<file path="src/rtl/rst_seq_ctrl.sv">
// rst_seq_ctrl: synchronizes an external reset request, then releases NUM_CH
// active-low reset channels one by one after a clean hold period.
// Ports:
//   CLK        - clock, rising edge
//   RST        - synchronous active-low block reset
//   EXT_RST_N  - asynchronous active-low external reset request
//   SW_RST     - synchronous active-high software reset request
//   SYNC_RST_N - sequenced active-low resets, bit 0 released first
//   DONE       - all channels released
//   STATE      - 00 ASSERT, 01 RELEASE, 10 DONE
//   EVT_CNT    - saturating count of aborts out of RELEASE/DONE
module rst_seq_ctrl #(
   parameter int unsigned NUM_STAGES  = 2,
   parameter int unsigned NUM_CH      = 4,
   parameter int unsigned HOLD_CYCLES = 16,
   parameter int unsigned GAP_CYCLES  = 4,
   parameter int unsigned CNT_W       = 8
) (
   input  logic              CLK,
   input  logic              RST,
   input  logic              EXT_RST_N,
   input  logic              SW_RST,
   output logic [NUM_CH-1:0] SYNC_RST_N,
   output logic              DONE,
   output logic [1:0]        STATE,
   output logic [7:0]        EVT_CNT
);

   localparam int unsigned KW = (NUM_CH > 1) ? $clog2(NUM_CH) : 1;
   localparam logic [CNT_W-1:0] HOLD_LAST = CNT_W'(HOLD_CYCLES - 1);
   localparam logic [CNT_W-1:0] GAP_LAST  = CNT_W'(GAP_CYCLES - 1);
   localparam logic [KW-1:0]    LAST_CH   = KW'(NUM_CH - 1);

   typedef enum logic [1:0] {
      ST_ASSERT  = 2'b00,
      ST_RELEASE = 2'b01,
      ST_DONE    = 2'b10
   } state_t;

   state_t              state_q;
   logic [NUM_STAGES-1:0] sync_q;
   logic [CNT_W-1:0]    cnt_q;
   logic [KW-1:0]       k_q;
   logic [NUM_CH-1:0]   rst_n_q;
   logic                done_q;
   logic [7:0]          evt_q;
   logic                ext_sync_c;
   logic                abort_c;

   assign ext_sync_c = sync_q[NUM_STAGES-1];
   assign abort_c    = ~ext_sync_c | SW_RST;

   // Synchronizer, sequencing FSM and event counter; all outputs come from flops.
   always_ff @(posedge CLK) begin
      if (!RST) begin
         sync_q  <= '0;
         state_q <= ST_ASSERT;
         cnt_q   <= '0;
         k_q     <= '0;
         rst_n_q <= '0;
         done_q  <= 1'b0;
         evt_q   <= '0;
      end else begin
         sync_q <= {sync_q[NUM_STAGES-2:0], EXT_RST_N};
         case (state_q)
            ST_ASSERT: begin
               if (abort_c) begin
                  cnt_q <= '0;
               end else if (cnt_q == HOLD_LAST) begin
                  cnt_q   <= '0;
                  rst_n_q <= NUM_CH'(1);
                  if (NUM_CH == 1) begin
                     state_q <= ST_DONE;
                     done_q  <= 1'b1;
                  end else begin
                     state_q <= ST_RELEASE;
                     k_q     <= KW'(1);
                  end
               end else begin
                  cnt_q <= cnt_q + CNT_W'(1);
               end
            end
            ST_RELEASE: begin
               // Abort wins over a release falling on the same edge.
               if (abort_c) begin
                  state_q <= ST_ASSERT;
                  cnt_q   <= '0;
                  k_q     <= '0;
                  rst_n_q <= '0;
                  done_q  <= 1'b0;
                  if (evt_q != 8'hFF) evt_q <= evt_q + 8'd1;
               end else if (cnt_q == GAP_LAST) begin
                  cnt_q   <= '0;
                  rst_n_q <= rst_n_q | (NUM_CH'(1) << k_q);
                  k_q     <= k_q + KW'(1);
                  if (k_q == LAST_CH) begin
                     state_q <= ST_DONE;
                     done_q  <= 1'b1;
                  end
               end else begin
                  cnt_q <= cnt_q + CNT_W'(1);
               end
            end
            ST_DONE: begin
               if (abort_c) begin
                  state_q <= ST_ASSERT;
                  cnt_q   <= '0;
                  k_q     <= '0;
                  rst_n_q <= '0;
                  done_q  <= 1'b0;
                  if (evt_q != 8'hFF) evt_q <= evt_q + 8'd1;
               end
            end
            default: begin
               state_q <= ST_ASSERT;
               cnt_q   <= '0;
               k_q     <= '0;
               rst_n_q <= '0;
               done_q  <= 1'b0;
            end
         endcase
      end
   end

   assign SYNC_RST_N = rst_n_q;
   assign DONE       = done_q;
   assign STATE      = state_q;
   assign EVT_CNT    = evt_q;

endmodule

</file>
<file path="config.mk">
export PLATFORM = sky130hd
export DESIGN_NAME = rst_seq_ctrl
export DESIGN_NICKNAME = d
export VERILOG_FILES = /design/src/rtl/rst_seq_ctrl.sv
export SDC_FILE = /design/constraint.sdc
export NUM_CORES = 1
export LEC_CHECK = 0
export BUFFER_PORTS_ARGS = -buffer_cell sky130_fd_sc_hd__buf_2
export CAP_MARGIN = 20
export CORE_MARGIN = 2
export CORE_UTILIZATION = 50
export DETAILED_ROUTE_END_ITERATION = 8
export GPL_TIMING_DRIVEN = 1
export PLACE_DENSITY_LB_ADDON = 0.05
export SYNTH_ARGS = -nofsm -noshare
export SYNTH_HDL_FRONTEND = slang
export SYNTH_SLANG_ARGS = --single-unit
</file>
<file path="constraint.sdc">
create_clock -name CLK -period 2.1 [get_ports CLK]
set_input_delay 0.21 -clock CLK [delete_from_list [all_inputs] [get_ports CLK]]
set_output_delay 0.21 -clock CLK [all_outputs]
set_load 0.03 [all_outputs]
</file>
## Word level (Yosys, flattened, before mapping)

Cells that the tools add are included.

| cells by class | value |
|---|---|
| equality and inequality tests | 11 |
| divide/modulo/power cells | 0 |
| $lt $le $gt $ge | 0 |
| reduce and logical (&&, ||, !) cells | 6 |
| multiplexer cells | 27 |
| add/sub/neg operators | 3 |
| shifts and indexed selects | 1 |
| $mul | 0 |
| bitwise logic cells | 4 |

Operator list:

| operator | count |
|---|---|
| two-way mux 8 bit | 5 |
| one-hot mux 8 bit (3 select lines) | 1 |
| two-way mux 4 bit | 5 |
| adder 8 x 1 -> 8 bit, second input constant | 2 |
| two-way mux 2 bit | 8 |
| one-hot mux 2 bit (3 select lines) | 2 |
| one-hot mux 4 bit (3 select lines) | 1 |
| == test 8 x 2 -> 1 bit, second input constant | 1 |
| == test 8 x 4 -> 1 bit, second input constant | 1 |
| != test 8 bit, second input constant | 1 |
| AND reduction 4 bit | 2 |
| != test 2 bit, second input constant | 3 |
| != test 3 bit, second input constant | 2 |
| AND reduction 5 bit | 1 |
| == test 2 bit, second input constant | 2 |
| two-way mux 1 bit | 4 |
| OR 4 bit | 1 |
| left shift 1 x 2 -> 4 bit, first input constant | 1 |
| one-hot mux 1 bit (3 select lines) | 1 |
| AND reduction 3 bit | 1 |
| adder 2 x 1 -> 2 bit, second input constant | 1 |
| == test 2 x 1 -> 1 bit, second input constant | 1 |
| zero test 2 bit | 1 |
| NOT 1 bit | 2 |
| 2 further kinds | 2 |

| storage, ports and cells | value |
|---|---|
| output and inout port bits | 15 |
| ROM bits | 0 |
| bits in registers | 27 |
| input port bits | 4 |
| memories kept | 0 |
| bits in latches | 0 |
| memory bits (writable) | 0 |

## Longest topological paths before layout

Gate-level depths: netlist (run 1).

| logic depth | value |
|---|---|
| word-level depth | 5 |
| gate-level depth with buffers | 7 |
| gate-level depth less buffers | 6 |

## Worst setup path before layout (run 1)

OpenSTA, ideal clock, no wires.

| path | value |
|---|---|
| kind | register to register |
| start point | register state_q[0] (netlist: STATE[0]) |
| end point | register cnt_q[4] |
| period minus slack after synthesis | 1.878 ns |
| required time | 2.005 ns |
| stages on the path, launching flop included | 6 |
| path slack | 0.222 ns |
| arrival | 1.783 ns |
| path buffers | 0 |
| cell sequence | dfxtp_1 -> ha_1 -> and3b_1 -> o211ai_1 -> nand4b_1 -> a221oi_1 |

| between the ends | value |
|---|---|
| word-level cells in the longest chain between the ends | 2 |
| elaborated cells on any way between the ends | 5 |
| classes of those cells | eq/ne: 3; mux: 1; reduce/logical: 1 |

RTL lines:

| element | line | text |
|---|---|---|
| start, declared | 40 | `state_t state_q;` |
| start signal, assigned | 57 | `state_q <= ST_ASSERT;` |
| start signal, assigned | 73 | `state_q <= ST_DONE;` |
| start signal, assigned | 76 | `state_q <= ST_RELEASE;` |
| == test 2 bit, or another cell as far along | 65 | `case (state_q)` |
| one-hot mux 8 bit (3 select lines) or != test 2 bit (tied branches) | n/a |  |
| end signal, assigned | 80 | `cnt_q <= cnt_q + CNT_W'(1);` |
| end signal, assigned | 101 | `cnt_q <= cnt_q + CNT_W'(1);` |
| end, declared | 42 | `logic [CNT_W-1:0] cnt_q;` |

Parallel ways exist; a longest one is shown, timed or not.
A chain may end at the register's enable or synchronous reset.

## Worst setup path after layout (run 1)

| path | value |
|---|---|
| start point | register cnt_q[0] |
| end point | register state_q[0] (netlist: STATE[0]) |

| between the ends | value |
|---|---|
| word-level cells in the longest chain between the ends | 3 |
| elaborated cells on any way between the ends | 5 |
| classes of those cells | eq/ne: 4; reduce/logical: 1 |

RTL lines:

| element | line | text |
|---|---|---|
| == test 8 x 2 -> 1 bit or == test 8 x 4 -> 1 bit (tied branches) | 92, 69 |  |
| != test 3 bit (no line) or != test 2 bit (tied branches) | n/a |  |
| AND reduction 5 bit (no line) (*) | n/a |  |
| end signal, assigned | 86 | `state_q <= ST_ASSERT;` |
| end signal, assigned | 97 | `state_q <= ST_DONE;` |
| end signal, assigned | 106 | `state_q <= ST_ASSERT;` |

Every way passes the cells marked *; elsewhere a longest branch is shown, timed or not.

==> metrics, run 1 <==
Mapped Cells=171; vias per cell=6.205; Post-synth EDFFs=0; Slew Viols, Final=0; DRT Pass-1 Iters=4; Yosys cell types=49; Die Y=58.41 um; buffer count from post-CTS setup fixing=0; core area=0.002781 mm^2; Clk pin slew, worst setup/hold paths=0.14 ns; initial antenna violation count=0; power per cell area=464.7 mW/mm^2; mux contribution to synthesized area=2.029%; Worst Setup Path Type=flip-flop to flip-flop; Rows=19; Adder-Cell Fraction of Synth Area=7.608%; Avg Cell Area, Syn=8.656 um^2; synthesis-to-layout area growth=10.90%; ranking of synthesized cells by area=dfxtp_1 37%, ha_1 7.6%, nor2_1 4.6%; vias in the first global route=1,296; count of hold-fix buffers inserted at cts=0; Critical Path RT=2.35 ns; ratio of cells with drive above 1 in the final layout=17.62%; Crit. End Element=flip-flop; first-pass GRT wire length=5713 um; placed cell areas=0.001613 mm^2; largest family of logic cells by synthesized area=simple AND/OR/NAND/NOR gates; status=finished, final reports clean; GPL Wtd Cong=0.8921; num ports=19; DP HPWL=2399 um; Bufs on Longest Clock Path=2; Slew @ Worst Pin=0.5260 ns; Initial DRC Count=92; final worst setup slack=0.1353 ns; Post-Route Utilization=59.02%; # Max-Cap Violations=0; most common cell in the netlist=dfxtp_1; H-tree levels=1; Synth Area in XOR/XNOR=1.183%; GRT overflow=0; Clock Skew=0.001766 ns; post-synthesis cell area=0.001480 mm^2; residual DRC count=0; CTS tree=done; HP Class=input pin to flip-flop; total CTS buffers=3; RSZ-0062 raised after global routing=no; largest net degree at the start of global routing=18; Max Fclk=0.5090 GHz; worst r2r src=cnt_q[0]; Static Leak=0.6250 nW; VDD IR max=0.4958 mV; DIE WIDTH=58.41 um; Seq/Total Area, Yosys=36.52%; Compound-Gate Fraction of Synth Area=22.49%; GRT Resource Usage Total=21.34%; hold slack=0.08781 ns; port bufs=18; post-synth top area share=36.52%; setup violators final=0; Initial Util=53.22%; pre-CTS setup slack=0.1632 ns; die area=0.003412 mm^2; routed vias=1,390; design area=0.001642 mm^2; root buffer cell=clkbuf_4; final period utilization=93.56%; syn_nets=184; total power=0.7629 mW; worst rel slew slack=64.72%; crit-path max FO=7; TNS Setup=0 ns; flop2flop setup slack=0.14 ns; Post-DRT Antenna Nets=0; Final min period=1.965 ns; layout net count=207; Synth area leader=dfxtp_1; CP startpoint kind=flip-flop; most instantiated cells after synthesis=27 x dfxtp_1, 18 x nor2_1, 11 x nand2_1; Critical path origin=cnt_q[0]; # diodes=0; placed instance count=220; Hold Fails Final Rpt=0; ys async rst share=0%; non-filler instance count after layout=224; Clock Latency Late Sink=0.31 ns; Ys Warns=0; Worst Hold Launch=EXT_RST_N; post-synthesis simple-gate area fraction=24.34%; routed len/inst=14.87 um; number of synthesized register bits=27; Routed WL=3330 um; Main synth FF type=dfxtp_1; CP arrival=2.21 ns; # resized after CTS=0; CTS Sinks=27
==> worst paths after layout <==
| path | to | cells past startpoint |
|---|---|---|
| max reg2reg | STATE[0] | 5 |
| min reg2reg | SYNC_RST_N[3] | 2 |
| min | sync_q[0] | 2 |
| max | STATE[0] | 5 |
==> placed cells by master, fill, tap and decap left out, types with 3 or more instances in the layout <==
cell | synthesis | routed
a21oi_1 | 9 | 9
clkbuf_4 | 0 | 3
nor2_1 | 18 | 18
o2111ai_1 | 3 | 3
mux2i_1 | 3 | 3
ha_1 | 9 | 8
o21ai_0 | 9 | 9
inv_1 | 9 | 9
dfxtp_1 | 27 | 27
nand3_1 | 7 | 7
nor3_1 | 3 | 3
buf_4 | 0 | 7
nand2_1 | 11 | 11
a31oi_1 | 5 | 5
nand4_1 | 7 | 7
buf_2 | 1 | 18
nor4_1 | 3 | 3
nand4b_1 | 3 | 3
==> kinds of logic (layout without fill, tap and decap cells) <==
| family | count (synthesis) | after routing |
|---|---|---|
| and+or+nand+nor | 67 | 67 |
| DFF | 27 | 27 |
| buffers and inverters | 17 | 39 |
| muxes | 3 | 3 |
| adders and majority gates | 9 | 9 |
| AOI/OAI and AO/OA | 46 | 46 |
| xor gates and xnor gates | 2 | 2 |
==> registers in the layout, summed over array words and instances, names as in the netlist <==
signal / count
DONE: 1
EVT_CNT: 8
cnt_q: 8
k_q: 2
sync_q: 2
SYNC_RST_N: 4
STATE: 2
==> layer usage <==
layer	vias up	global-route usage, %	wire, um
met3	4	1.978	132
met1	661	29.12	1563
li1	689	-	-
met2	36	34.99	1607
met5	-	0	0
met4	0	7.973	26
==> layout make-up <==
type / count / area [um^2]
inverters: 10 / 37.54
repair buffers: 25 / 142.6
well taps: 31 / 38.79
flip-flops and latches: 27 / 540.5
multi-input cells: 127 / 855.8
clock buffers: 4 / 26.28
fillers: 242 / 1140
==> worst max-delay path, stage by stage, from the launching register on <==
cell,delay [ns]
dfxtp_1,0.43
ha_2,0.27
nand3_1,0.24
or4_1,0.53
a31o_1,0.21
a211oi_2,0.22
==> report_power, final <==
group / switching (mW) / total, mW / internal (mW)
Clock: 0.148 / 0.223 / 0.0742
Combinational: 0.0165 / 0.0247 / 0.00822
Sequential: 0.00116 / 0.516 / 0.514
No activity file was read; power rests on OpenSTA's default activity.
==> inputs of run 2 (changes only) <==
Settings changed: REMOVE_ABC_BUFFERS set to 1.
==> run 2 against run 1 <==
  * Worst hold slack got worse by 0.015 ns
  * Combinational power fell by 8.5%
  * Via count fell by 1.2%
  * Final area fell by 0.23%
  * Clock skew barely moved
  * Die area did not move
  * Fmax fell by 2.4%
  * Clock-buffer cell count fell by 1
  * Final cell count fell by 0.45%
  * Highest routed layer unchanged
==> metrics, run 2 (synthesis gave the netlist of run 1 again) <==
status=finished, final reports clean; num ports=19 (unchanged); worst rel slew slack=60.78% (-3.9 points); RSZ-0062 raised after global routing=no; DIE WIDTH=58.41 um (unchanged); core area=0.002781 mm^2 (unchanged); design area=0.001638 mm^2 (-0.23%); placed instance count=219 (-0.45%); final worst setup slack=0.08760 ns (-0.04770 ns); synthesis-to-layout area growth=10.65%; layout net count=206 (-0.48%); first-pass GRT wire length=5575 um (-2.4%); non-filler instance count after layout=223 (-0.45%); buffer count from post-CTS setup fixing=0 (unchanged); Worst Setup Path Type=flip-flop to flip-flop; ratio of cells with drive above 1 in the final layout=17.71% (+0.092 points); DP HPWL=2504 um (+4.4%); GRT overflow=0 (unchanged); total power=0.7663 mW (+0.46%); setup violators final=0 (unchanged); fillcell total=254 (+5.0%); CP startpoint kind=flip-flop; HP Class=input pin to flip-flop; port bufs=18 (unchanged); Routed WL=3407 um (+2.3%); hold slack=0.07242 ns (-0.01539 ns); residual DRC count=0 (unchanged); vias in the first global route=1,298 (+0.15%); Post-Route Utilization=58.88% (-0.13 points); Critical Path RT=2.33 ns (-0.02 ns); Post-DRT Antenna Nets=0 (unchanged); Final min period=2.012 ns (+0.04770 ns); initial antenna violation count=0 (unchanged); Hold Fails Final Rpt=0 (unchanged); most common cell after layout, fill and taps aside=dfxtp_1; vias per cell=6.161 (-0.71%); routed vias=1,374 (-1.2%); pre-CTS setup slack=0.1706 ns (+0.007360 ns); final period utilization=95.83% (+2.3 points); DRT Pass-1 Iters=4 (unchanged); H-tree levels=1 (unchanged); Crit. End Element=flip-flop; Bufs on Longest Clock Path=2 (unchanged); Static Leak=0.6255 nW (about the same); die area=0.003412 mm^2 (unchanged); crit-path max FO=9 (+2); root buffer cell=clkbuf_4; GPL Wtd Cong=0.8688 (-2.6%); Slew Viols, Final=0 (unchanged); VDD IR max=0.5581 mV (+13%); power per cell area=467.9 mW/mm^2 (+0.69%); Clock Latency Late Sink=0.33 ns (+0.02 ns); CP arrival=2.24 ns (+0.03 ns); GRT Resource Usage Total=21.02% (-0.31 points); Clk pin slew, worst setup/hold paths=0.14 ns (about the same); Rows=19 (unchanged); placed cell areas=0.001605 mm^2 (-0.47%); total CTS buffers=3 (unchanged); Initial DRC Count=44 (-52%); Clock Skew=0.001483 ns (-0.0002828 ns); TNS Setup=0 ns (unchanged); routed len/inst=15.28 um (+2.8%); Max Fclk=0.4969 GHz (-2.4%); CTS Sinks=27 (unchanged); Initial Util=53.22% (unchanged); largest net degree at the start of global routing=18 (unchanged); # Max-Cap Violations=0 (unchanged); # diodes=0 (unchanged); Die Y=58.41 um (unchanged); Slew @ Worst Pin=0.5857 ns (+0.05977 ns); CTS tree=done; most frequent cells in the layout=27 x dfxtp_1, 18 x nor2_1, 18 x buf_2
run 2: cell count changes in the layout (fill, tap and decap cells not counted):
cell / change
ha_2: -1
nand3_1: -1
nand3_2: +1
clkbuf_1: -1
ha_1: +1
buf_4: -1
clkinv_2: +1
run 2: power breakdown:
group | total (mW) | switching [mW] | leakage (nW) | internal (mW)
clock | 0.228 | 0.157 | 0.0177 | 0.0717
sequential | 0.515 | 0.000991 | 0.218 | 0.514
combinational | 0.0226 | 0.0156 | 0.390 | 0.00699
run 2: worst paths after layout:
kind,start,endpoint,slack (ns),depth (start not counted)
setup / recovery,STATE[0],cnt_q[4],0.09,6
hold / removal,EXT_RST_N,sync_q[0],0.07,2
setup reg to reg,STATE[0],cnt_q[4],0.09,6
hold reg to reg,sync_q[0],sync_q[1],0.45,1
run 2: cell type report:
cell class | instances | area (um^2) | area share [%]
clock inverters | 1 | 5.005 | 0.3056
well taps | 31 | 38.79 | 2.368
flip-flops and latches | 27 | 540.5 | 33.00
inverters | 10 | 37.54 | 2.292
repair buffers | 24 | 135.1 | 8.251
multi-input cells | 127 | 858.3 | 52.41
clock buffers | 3 | 22.52 | 1.375
run 2: worst max-delay path, cell delays in order, from the launching register on:
cell	delay, ns
dfxtp_1	0.35
inv_1	0.11
ha_1	0.39
nor2_1	0.15
nor2_1	0.41
a31oi_1	0.17
a221oi_1	0.33
run 2: metal layers:
metal / GRT usage (%) / vias to the layer above / wire length, um
met5: 0 / - / 0
met4: 8.306 / 0 / 47
met3: 4.396 / 7 / 193
met2: 34.99 / 47 / 1560
met1: 26.55 / 630 / 1605
li1: - / 690 / -
run 2: repair_timing:
action	CTS	global route
gates resized for setup	0	1
endpoints found under the setup margin	0	2
hold buffers	0	0
==> inputs of run 3 (changes only) <==
Settings changed: CTS_BUF_LIST set to sky130_fd_sc_hd__clkbuf_16, SLEW_MARGIN set to 10.
==> run 3 against run 2 <==
  * Clock-buffer cell count is the same
  * Clock skew grew 0.0017 ns
  * Worst setup slack gained 0.12 ns
  * Fmax grew 6.3%
  * Die area is the same
  * Critical endpoint is now STATE[0]
  * Largest power group unchanged
==> metrics, run 3 (synthesis gave the netlist of run 1 again) <==
crit-path max FO=7 (-2); CP startpoint kind=flip-flop; hold path cells=2 (unchanged); core area=0.002781 mm^2 (unchanged); num ports=19 (unchanged); RSZ-0062 raised after global routing=no; Rows=19 (unchanged); status=finished, final reports clean; Hold Fails Final Rpt=0 (unchanged); CTS Sinks=27 (unchanged); routed vias=1,371 (-0.22%); HP Class=input pin to flip-flop; Initial Util=53.22% (unchanged); Initial DRC Count=67 (+52%); layout net count=206 (unchanged); Final min period=1.893 ns (-0.1194 ns); power per cell area=572.2 mW/mm^2 (+22%); # Max-Cap Violations=0 (unchanged); DIE WIDTH=58.41 um (unchanged); CP arrival=2.08 ns (-0.16 ns); GRT overflow=0 (unchanged); most common cell after layout, fill and taps aside=dfxtp_1; vias in the first global route=1,311 (+1.0%); die area=0.003412 mm^2 (unchanged); GRT Resource Usage Total=21.67% (+0.65 points); synthesis-to-layout area growth=14.37%; Routed WL=3454 um (+1.4%); most frequent cells in the layout=27 x dfxtp_1, 18 x buf_2, 17 x nor2_1; Post-Route Utilization=60.86% (+2.0 points); Slew Viols, Final=0 (unchanged); DRT Pass-1 Iters=4 (unchanged); design area=0.001693 mm^2 (+3.4%); residual DRC count=0 (unchanged); Clk pin slew, worst setup/hold paths=0.06 ns (-0.08 ns); worst r2r path cells=5 (-1); DP HPWL=2504 um (unchanged); hold slack=0.1524 ns (+0.08002 ns); final period utilization=90.14% (-5.7 points); largest net degree at the start of global routing=18 (unchanged); Clock Skew=0.003135 ns (+0.001652 ns); root buffer cell=clkbuf_16; slowest stage cell, crit path=or4_1; vias per cell=6.148 (-0.22%); Slew @ Worst Pin=0.5834 ns (-0.002391 ns); worst rel slew slack=60.94% (+0.16 points); Die Y=58.41 um (unchanged); Static Leak=0.6482 nW (+3.6%); Max Fclk=0.5283 GHz (+6.3%); Worst Setup Path Type=flip-flop to flip-flop; Clock Latency Late Sink=0.26 ns (-0.07 ns); CTS tree=done; setup violators final=0 (unchanged); CP peak stage delay=0.51 ns (+0.10 ns); count of hold-fix buffers inserted at cts=0 (unchanged); # diodes=0 (unchanged); TNS Setup=0 ns (unchanged); total CTS buffers=3 (unchanged); Post-DRT Antenna Nets=0 (unchanged); Bufs on Longest Clock Path=2 (unchanged); first-pass GRT wire length=5720 um (+2.6%); GPL Wtd Cong=0.8688 (unchanged); initial antenna violation count=0 (unchanged); Crit. End Element=flip-flop; port bufs=18 (unchanged); routed len/inst=15.49 um (+1.4%); VDD IR max=0.6607 mV (+18%); placed cell areas=0.001605 mm^2 (unchanged); H-tree levels=1 (unchanged); ratio of cells with drive above 1 in the final layout=18.23% (+0.52 points); CP cell instances=ha_1, nand3_2, or4_1, a31o_1, a211oi_2; Critical Path RT=2.29 ns (-0.04 ns)
[run 3: cell counts in the layout (fill, tap and decap cells not counted)]
Identical to the previous run, type by type.
[run 3: report_power, final]
part | internal (mW) | leakage (nW) | switching (mW)
clock network | 0.257 | 0.0409 | 0.174
registers | 0.514 | 0.218 | 0.000969
logic | 0.00711 | 0.390 | 0.0160
[run 3: worst max-delay path: cells and delay by family (launching register included)]
family | cells | cell delay, ns
AOI/OAI and AO/OA | 2 | 0.40
adders and majority gates | 1 | 0.33
DFF | 1 | 0.39
and+or+nand+nor | 2 | 0.71
[run 3: final timing paths]
kind | from | slack (ns) | end
setup / recovery | cnt_q[0] | 0.21 | STATE[0]
hold / removal | EXT_RST_N | 0.15 | sync_q[0]
setup reg to reg | cnt_q[0] | 0.21 | STATE[0]
hold reg to reg | sync_q[0] | 0.44 | sync_q[1]
[run 3: layer usage]
layer | wire length, um | part of all wire (%) | global-route usage (%)
met5 | 0 | 0 | 0
met4 | 42 | 1.2 | 6.312
met3 | 226 | 6.5 | 5.495
met2 | 1642 | 48 | 37.08
met1 | 1543 | 45 | 26.82
[run 3: through the flow]
step	total power, mW	cells	setup WS, ns
floorplan	0.5390	164	0.1579
global placement	0.5490	219	0.2306
detailed placement	0.5492	219	0.1706
CTS	0.9803	223	0.1125
global route	1.002	223	0.06504
finish	0.9687	223	0.2070
[run 3: area by class of cell]
type                       count  area (um^2)
inverter                      10        37.54
timing repair buffer          24        135.1
clock buffer                   3        75.07
sequential                    27        540.5
tap                           31        38.79
fill                         238         1089
clock inverter                 1        5.005
multi-input combinational    127        860.8
[run 3: repair_timing]
item | 4_1_cts | 5_1_grt
buffers inserted | 0 | 0
gates resized for setup | 0 | 2
endpoints found under the setup margin | 0 | 3
